### config.mk
export PLATFORM = sky130hd
export DESIGN_NAME = skid_buffer
export DESIGN_NICKNAME = d
export VERILOG_FILES = /design/src/rtl/skid_buffer.sv
export SDC_FILE = /design/constraint.sdc
export NUM_CORES = 1
export LEC_CHECK = 0
export CORE_ASPECT_RATIO = 0.8
export CORE_MARGIN = 2
export CORE_UTILIZATION = 25
export CTS_BUF_LIST = sky130_fd_sc_hd__clkbuf_8 sky130_fd_sc_hd__clkbuf_16
export DETAILED_ROUTE_END_ITERATION = 8
export SYNTH_ARGS = -nofsm -noshare
export SYNTH_HDL_FRONTEND = slang
export SYNTH_SLANG_ARGS = --single-unit
### constraint.sdc
create_clock -name clk -period 1.2 [get_ports clk]
set_input_delay 0.24 -clock clk [delete_from_list [all_inputs] [get_ports clk]]
set_output_delay 0.24 -clock clk [all_outputs]
set_load 0.05 [all_outputs]
### src/rtl/skid_buffer.sv
// skid_buffer: two-entry elastic valid/ready stage. Both the forward path
// (out_valid/out_data) and the backward path (in_ready) come straight from
// flops, so no combinational path crosses the stage in either direction.
// Sustains one word per cycle when the consumer is always ready.
module skid_buffer #(
  parameter int WIDTH = 8
) (
  input  logic             clk,
  input  logic             rst,
  input  logic             in_valid,
  output logic             in_ready,
  input  logic [WIDTH-1:0] in_data,
  output logic             out_valid,
  input  logic             out_ready,
  output logic [WIDTH-1:0] out_data
);

  // EMPTY: nothing held; BUSY: main register holds the head word;
  // FULL: main holds the head, skid holds the word caught while stalled.
  typedef enum logic [1:0] {
    ST_EMPTY = 2'd0,
    ST_BUSY  = 2'd1,
    ST_FULL  = 2'd2
  } state_t;

  state_t           r_state;
  state_t           w_state_nxt;
  logic             r_in_ready;
  logic             r_out_valid;
  logic [WIDTH-1:0] r_main;
  logic [WIDTH-1:0] r_skid;

  logic             w_in_xfer;
  logic             w_out_xfer;
  logic             w_load_main;
  logic             w_main_from_skid;
  logic             w_load_skid;

  assign w_in_xfer  = in_valid & r_in_ready;
  assign w_out_xfer = r_out_valid & out_ready;

  assign in_ready   = r_in_ready;
  assign out_valid  = r_out_valid;
  assign out_data   = r_main;

  // Next state and register-load selects from the two handshakes.
  always_comb begin
    w_state_nxt      = r_state;
    w_load_main      = 1'b0;
    w_main_from_skid = 1'b0;
    w_load_skid      = 1'b0;
    case (r_state)
      ST_EMPTY: begin
        if (w_in_xfer) begin
          w_load_main = 1'b1;
          w_state_nxt = ST_BUSY;
        end
      end
      ST_BUSY: begin
        if (w_in_xfer && w_out_xfer) begin
          w_load_main = 1'b1;
        end else if (w_in_xfer) begin
          w_load_skid = 1'b1;
          w_state_nxt = ST_FULL;
        end else if (w_out_xfer) begin
          w_state_nxt = ST_EMPTY;
        end
      end
      ST_FULL: begin
        if (w_out_xfer) begin
          w_load_main      = 1'b1;
          w_main_from_skid = 1'b1;
          w_state_nxt      = ST_BUSY;
        end
      end
      default: begin
        w_state_nxt = ST_EMPTY;
      end
    endcase
  end

  // State and handshake flags; ready/valid are decoded from the next state
  // so they are registered yet track the state with no extra cycle.
  always_ff @(posedge clk or posedge rst) begin
    if (rst) begin
      r_state     <= ST_EMPTY;
      r_in_ready  <= 1'b0;
      r_out_valid <= 1'b0;
    end else begin
      r_state     <= w_state_nxt;
      r_in_ready  <= (w_state_nxt != ST_FULL);
      r_out_valid <= (w_state_nxt != ST_EMPTY);
    end
  end

  // Data registers; main is left untouched when draining to EMPTY.
  always_ff @(posedge clk or posedge rst) begin
    if (rst) begin
      r_main <= '0;
      r_skid <= '0;
    end else begin
      if (w_load_main) begin
        r_main <= w_main_from_skid ? r_skid : in_data;
      end
      if (w_load_skid) begin
        r_skid <= in_data;
      end
    end
  end

endmodule

==> results.cfg, run 1 <==
[critical_path]
cp.arrival_ps = 1590
crit_chain = buf_12 > nand4b_4 > mux2_2 > mux2_4
cp_top_family = multiplexers
worstPathRequired_ps = 1340
start_kind = flip-flop
crit_slowest_cell = dfrtp_2
crit_fanout = 5
end_kind = flip-flop
crit_path_max_incr_delay_ps = 440
path_buf_inv = 1
critical_path_class = flip-flop to flip-flop

[yosys]
synthesis.area_um2 = 925
synth_edf_count = 0
synth_cells = 64
synth.area.top_cells = dfrtp_1 54%, mux2_2 30%, nand4b_4 2.6%
synth_commonest_cells = 25 x mux2_2, 20 x dfrtp_1, 4 x nand2_1
syn_area_per_cell_um2 = 14.4
synth_warnings = 0
yosys_most_used_dff = dfrtp_1
synth_top_cell_by_area = dfrtp_1
ys_async_sr_fraction_pct = 100
syn-num-nets = 76
synthDistinctLibCells = 18
synth_top_area_share_pct = 54.1
synth_seq_cells = 20
ys_seq_area_share_pct = 54.1
yosysMostFrequentCell = mux2_2

[clock_network]
insertion_delay_ps = 260
cts_buffer_depth = 2
cts.sinks = 20
cts-root-buf = clkbuf_8
cts_tree = built
numCtsBuffers = 3
path_clk_slew_ps = 80
htreeDepth = 1

[outcome]
violations = setup timing
status = finished with violations

[cells_and_area]
drive_gt1_share_pct = 69.2
area_growth_pct = 84.6
final_util_pct = 48.8
ff_latch_area_um2 = 505
num-nets-final = 120
diodes = 0
fillCellCount = 289
multiInputGateArea_um2 = 598
finalNonFillerCells = 149

[floorplan]
core_area_um2 = 3490
placementRows = 19
die-area_um2 = 4200
initial_core_util_pct = 26.5
io_pins = 22
die_x_um = 72.0
fp.dieH_um = 58.4

[sta]
hold_viol = 0
drv_slew = 0
period_minus_slack_ps = 1440
finalSetupViolations = 22
finalClockSkew_ps = 8.08
slew-limit-headroom_pct = 80.6
worst_pin_slew_ps = 291
finalSetupTns_ps = -4020
timing.final.crit_share_pct = 120
rsz0062_at_grt = yes
fmax_mhz = 693
setup_slack_ps = -244

[run]
drv_cap = 0

[hold_path]
hold_class = input port to async pin

[grt]
grt.overflow.total = 0
grt_pass1_wl_mm = 4.05
grt_antenna_before_repair = 0
grt_pass1_vias = 770
grt_usage_pct = 12.9
grt_max_degree = 21

[pwr]
ir_drop_uv = 1780
leakage_nw = 0.795
cellPowerDensity_nw_per_um2 = 3170

[detailed_routing]
ant_nets = 0
wl_per_cell_um = 16.8
dr.pass1.iters = 3
vias = 704
wl_mm = 2.50
avgViaCountPerCell = 4.72
drc = 0
drt-initial-drc-count = 25

[placed_design]
dp_hpwl_mm = 1.45
place_congestion = 0.786
dp.cells = 136
port_buffers = 21
layer usage:
layer	part of all wire [%]	global-route usage, %	wire length, µm	vias to the layer above
li1	-	-	-	322
met2	47	20.6	1180	20
met5	0	0	0	-
met4	0.32	2.70	8	0
met1	47	17.3	1160	360
met3	5.8	4.28	144	2
worst paths after layout:
check / depth (start not counted) / slack [ps] / startpoint / end
max: 4 / -240 / out_valid / out_data[0]
min: 3 / 300 / rst / r_skid[1]
max reg2reg: 4 / -240 / out_valid / out_data[0]
min reg2reg: 1 / 520 / r_skid[4] / r_skid[4]
max in group asynchronous: 3 / 670 / rst / out_valid
min in group clk: 1 / 520 / r_skid[4] / r_skid[4]
state kept, by name, summed over array words and instances (netlist names):
| register | cells |
|---|---|
| out_data | 8 |
| r_skid | 8 |
| r_state | 2 |
| in_ready | 1 |
| out_valid | 1 |
worst reg2reg max path: stages (launching register included):
cell and delay, ps:
dfrtp_2 440, buf_12 130, nand4b_4 140, mux2_2 360, mux2_4 250
final cells by class:
class | instances | area share, %
multi-input cells | 44 | 35.0
flip-flops and latches | 20 | 29.6
repair buffers | 38 | 27.9
well taps | 42 | 3.08
clock buffers | 3 | 2.42
clock inverters | 1 | 1.76
inverters | 1 | 0.220
layout by cell type, fill, tap and decap left out, types with 2 or more instances in the layout:
| cell | instances |
|---|---|
| mux2_4 | 21 |
| dfrtp_1 | 16 |
| buf_12 | 12 |
| buf_4 | 11 |
| clkdlybuf4s50_1 | 9 |
| mux2_2 | 4 |
| dfrtp_2 | 4 |
| buf_6 | 4 |
| nand2_1 | 3 |
| clkbuf_8 | 3 |
| nand3_4 | 2 |
| nand4b_4 | 2 |
| dlygate4sd2_1 | 2 |
cells by family (layout without fill, tap and decap cells):
| kind of cell | after synthesis | count (layout) | share of synthesized area, % |
|---|---|---|---|
| flip-flops | 20 | 20 | 54.1 |
| buffers and inverters | 2 | 43 | 1.22 |
| AO/OA/AOI/OAI | 4 | 4 | 3.65 |
| multiplexers | 25 | 25 | 30.4 |
| AND/OR/NAND/NOR | 13 | 15 | 10.6 |
stage by stage:
stage,hold WS (ps),power (mW),worst slack (ps),cell area [µm²]
finish,297,5.41,-244,1710
global route,320,5.62,-272,1710
CTS,300,5.24,-220,1650
detailed placement,494,3.92,-611,1410
global placement,489,3.87,-606,1410
floorplan,204,2.73,-312,975
repair_timing:
item,4_1_cts,5_1_grt
gates cloned,2,0
setup buffers,5,3
setup endpoints to repair,21,22
hold buffers,0,0
pin swaps,4,1
resized for setup,26,7
power by group:
| part | internal, mW | switching [mW] | total (mW) |
|---|---|---|---|
| logic | 1.97 | 1.37 | 3.34 |
| clock network | 0.445 | 0.230 | 0.675 |
| registers | 1.04 | 0.361 | 1.40 |
| total | 3.45 | 1.96 | 5.41 |
No activity file was read; power rests on OpenSTA's default activity.
==> run 2, diff against run 1 <==
--- a/config.mk
+++ b/config.mk
@@ -5,6 +5,7 @@
 export SDC_FILE = /design/constraint.sdc
 export NUM_CORES = 1
 export LEC_CHECK = 0
+export ABC_AREA = 1
 export CORE_ASPECT_RATIO = 0.8
 export CORE_MARGIN = 2
 export CORE_UTILIZATION = 25
==> constraint.sdc (replaced) <==
create_clock -name clk -period 1.5 [get_ports clk]
set_input_delay 0.3 -clock clk [delete_from_list [all_inputs] [get_ports clk]]
set_output_delay 0.3 -clock clk [all_outputs]
set_load 0.05 [all_outputs]
==> results.cfg, run 2 <==
[outcome]
status = finished clean

[sta]
fmax_mhz = 793
finalSetupViolations = 0
period_minus_slack_ps = 1260
finalClockSkew_ps = 3.02
worst_pin_slew_ps = 258
hold_ws_ps = 365
setup_slack_ps = 239
drv_slew = 0
rsz0062_at_grt = no
slew-limit-headroom_pct = 82.8
timing.final.crit_share_pct = 84.0
hold_viol = 0

[critical_path]
critical_path_class = input port to flip-flop
start_kind = input port
crit_chain = clkdlybuf4s50_1 > nand2_1 > nand2_2 > nand2_4 > nand2_4 > nor2_4 > nand2_1
reg2regPathDepth = 6
worstPathRequired_ps = 1640
crit_path_max_incr_delay_ps = 400
end_kind = flip-flop
crit_fanout = 9
crit_slowest_cell = clkdlybuf4s50_1
cp.arrival_ps = 1400

[cells_and_area]
fillCellCount = 361
diodes = 0
layout_common_cells = 60 x nand2_1, 20 x dfrtp_1, 17 x nand3_1
final_cell_area_um2 = 1390
layout_commonest_cell = nand2_1
drive_gt1_share_pct = 19.9
area_growth_pct = 45.2
num-nets-final = 154

[yosys]
yosys_most_used_dff = dfrtp_1
synthesis.area_um2 = 955
synth_seq_cells = 20
synth.area.top_cells = dfrtp_1 52%, nand2_1 24%, nand3_1 8.9%
synth_commonest_cells = 60 x nand2_1, 20 x dfrtp_1, 17 x nand3_1
yosysMostFrequentCell = nand2_1
synth_warnings = 0
ys_seq_area_share_pct = 52.4
synth_top_cell_by_area = dfrtp_1
ys_async_sr_fraction_pct = 100
syn-num-nets = 126
synth_top_area_share_pct = 52.4
syn_area_per_cell_um2 = 8.37
synth_edf_count = 0
synth_cells = 114
synthDistinctLibCells = 13

[clock_network]
cts.sinks = 20
numCtsBuffers = 3
cts-root-buf = clkbuf_8
htreeDepth = 1
path_clk_slew_ps = 70
postCtsHoldBufs = 0
insertion_delay_ps = 250
cts_buffer_depth = 2
cts_setup_buffers = 0
cts_resized = 0
cts_tree = built

[run]
drv_cap = 0

[detailed_routing]
drc = 0
wl_mm = 2.09
ant_nets = 0
vias = 795
drt-initial-drc-count = 40
avgViaCountPerCell = 4.30
wl_per_cell_um = 11.3
dr.pass1.iters = 4

[floorplan]
die-area_um2 = 4330
placementRows = 20
die_x_um = 73.1
initial_core_util_pct = 25.6
fp.dieH_um = 59.3
core_area_um2 = 3730
io_pins = 22

[grt]
grt_usage_pct = 10.9
grt_antenna_before_repair = 0
grt_pass1_vias = 762
grt_max_degree = 21
grt.overflow.total = 0
grt_pass1_wl_mm = 3.57

[pwr]
cellPowerDensity_nw_per_um2 = 2200
ir_drop_uv = 754
leakage_nw = 0.740

[placed_design]
place_congestion = 0.764
dp_hpwl_mm = 1.70
port_buffers = 21
dp_slack_ps = -44.3
placed_area_um2 = 1330

[hold_path]
hold_class = input port to async pin
run 2: cell count changes after synthesis, sizes merged, moves of 4 or more:
cell	change
nand3	+16
nand2	+60
inv	+5
mux2	-25
nor2	+4
run 2: final cells by class:
type / count / area (µm²) / share of cell area [%]
Timing Repair Buffer: 24 / 333 / 24.0
Inverter: 6 / 25.0 / 1.81
Tap cell: 44 / 55.1 / 3.97
Sequential cell: 20 / 500 / 36.1
Clock buffer: 4 / 55.1 / 3.97
Multi-Input combinational cell: 87 / 418 / 30.1
run 2: through the flow:
| step | power [mW] | TNS [ps] | utilization [%] | cells |
|---|---|---|---|---|
| floorplan | 1.90 | 0 | - | 114 |
| global route | 3.24 | 0 | 37.2 | 185 |
| finish | 3.06 | 0 | 37.2 | 185 |
| CTS | 3.09 | 0 | 37.2 | 185 |
| global placement | 2.64 | 0 | 35.7 | 181 |
| detailed placement | 2.68 | -222 | 35.7 | 181 |
run 2: final timing paths:
check / start / to / slack (ps)
min in group clk: r_skid[5] / r_skid[5] / 490
worst max-delay path: out_ready / out_valid / 240
worst min register to register: r_skid[5] / r_skid[5] / 490
worst max register to register: out_valid / out_valid / 250
worst min-delay path: rst / r_skid[2] / 360
max in group asynchronous: rst / r_skid[6] / 930
run 2: worst max-delay path: cells and delay by family:
family                 cells  cell delay (ps)
buffers and inverters      1              400
AND/OR/NAND/NOR            6              690
run 2: routing by layer:
metal	share of wire (%)	GRT usage, %
met3	5.2	3.57
met2	42	16.3
met5	0	0
met1	52	15.6
met4	1.2	1.59
run 2: cells by family (layout without fill, tap and decap cells):
kind of cell | Yosys count | count (layout) | share of synthesized area (%)
flip-flops | 20 | 20 | 52.4
AO/OA/AOI/OAI | 1 | 1 | 0.918
AND/OR/NAND/NOR | 86 | 86 | 42.9
buffers and inverters | 7 | 34 | 3.80
run 2: power by group:
part	internal [mW]	switching, mW	total [mW]
Combinational	0.715	0.919	1.63
Sequential	0.788	0.236	1.02
Clock	0.233	0.166	0.399
Total	1.74	1.32	3.06
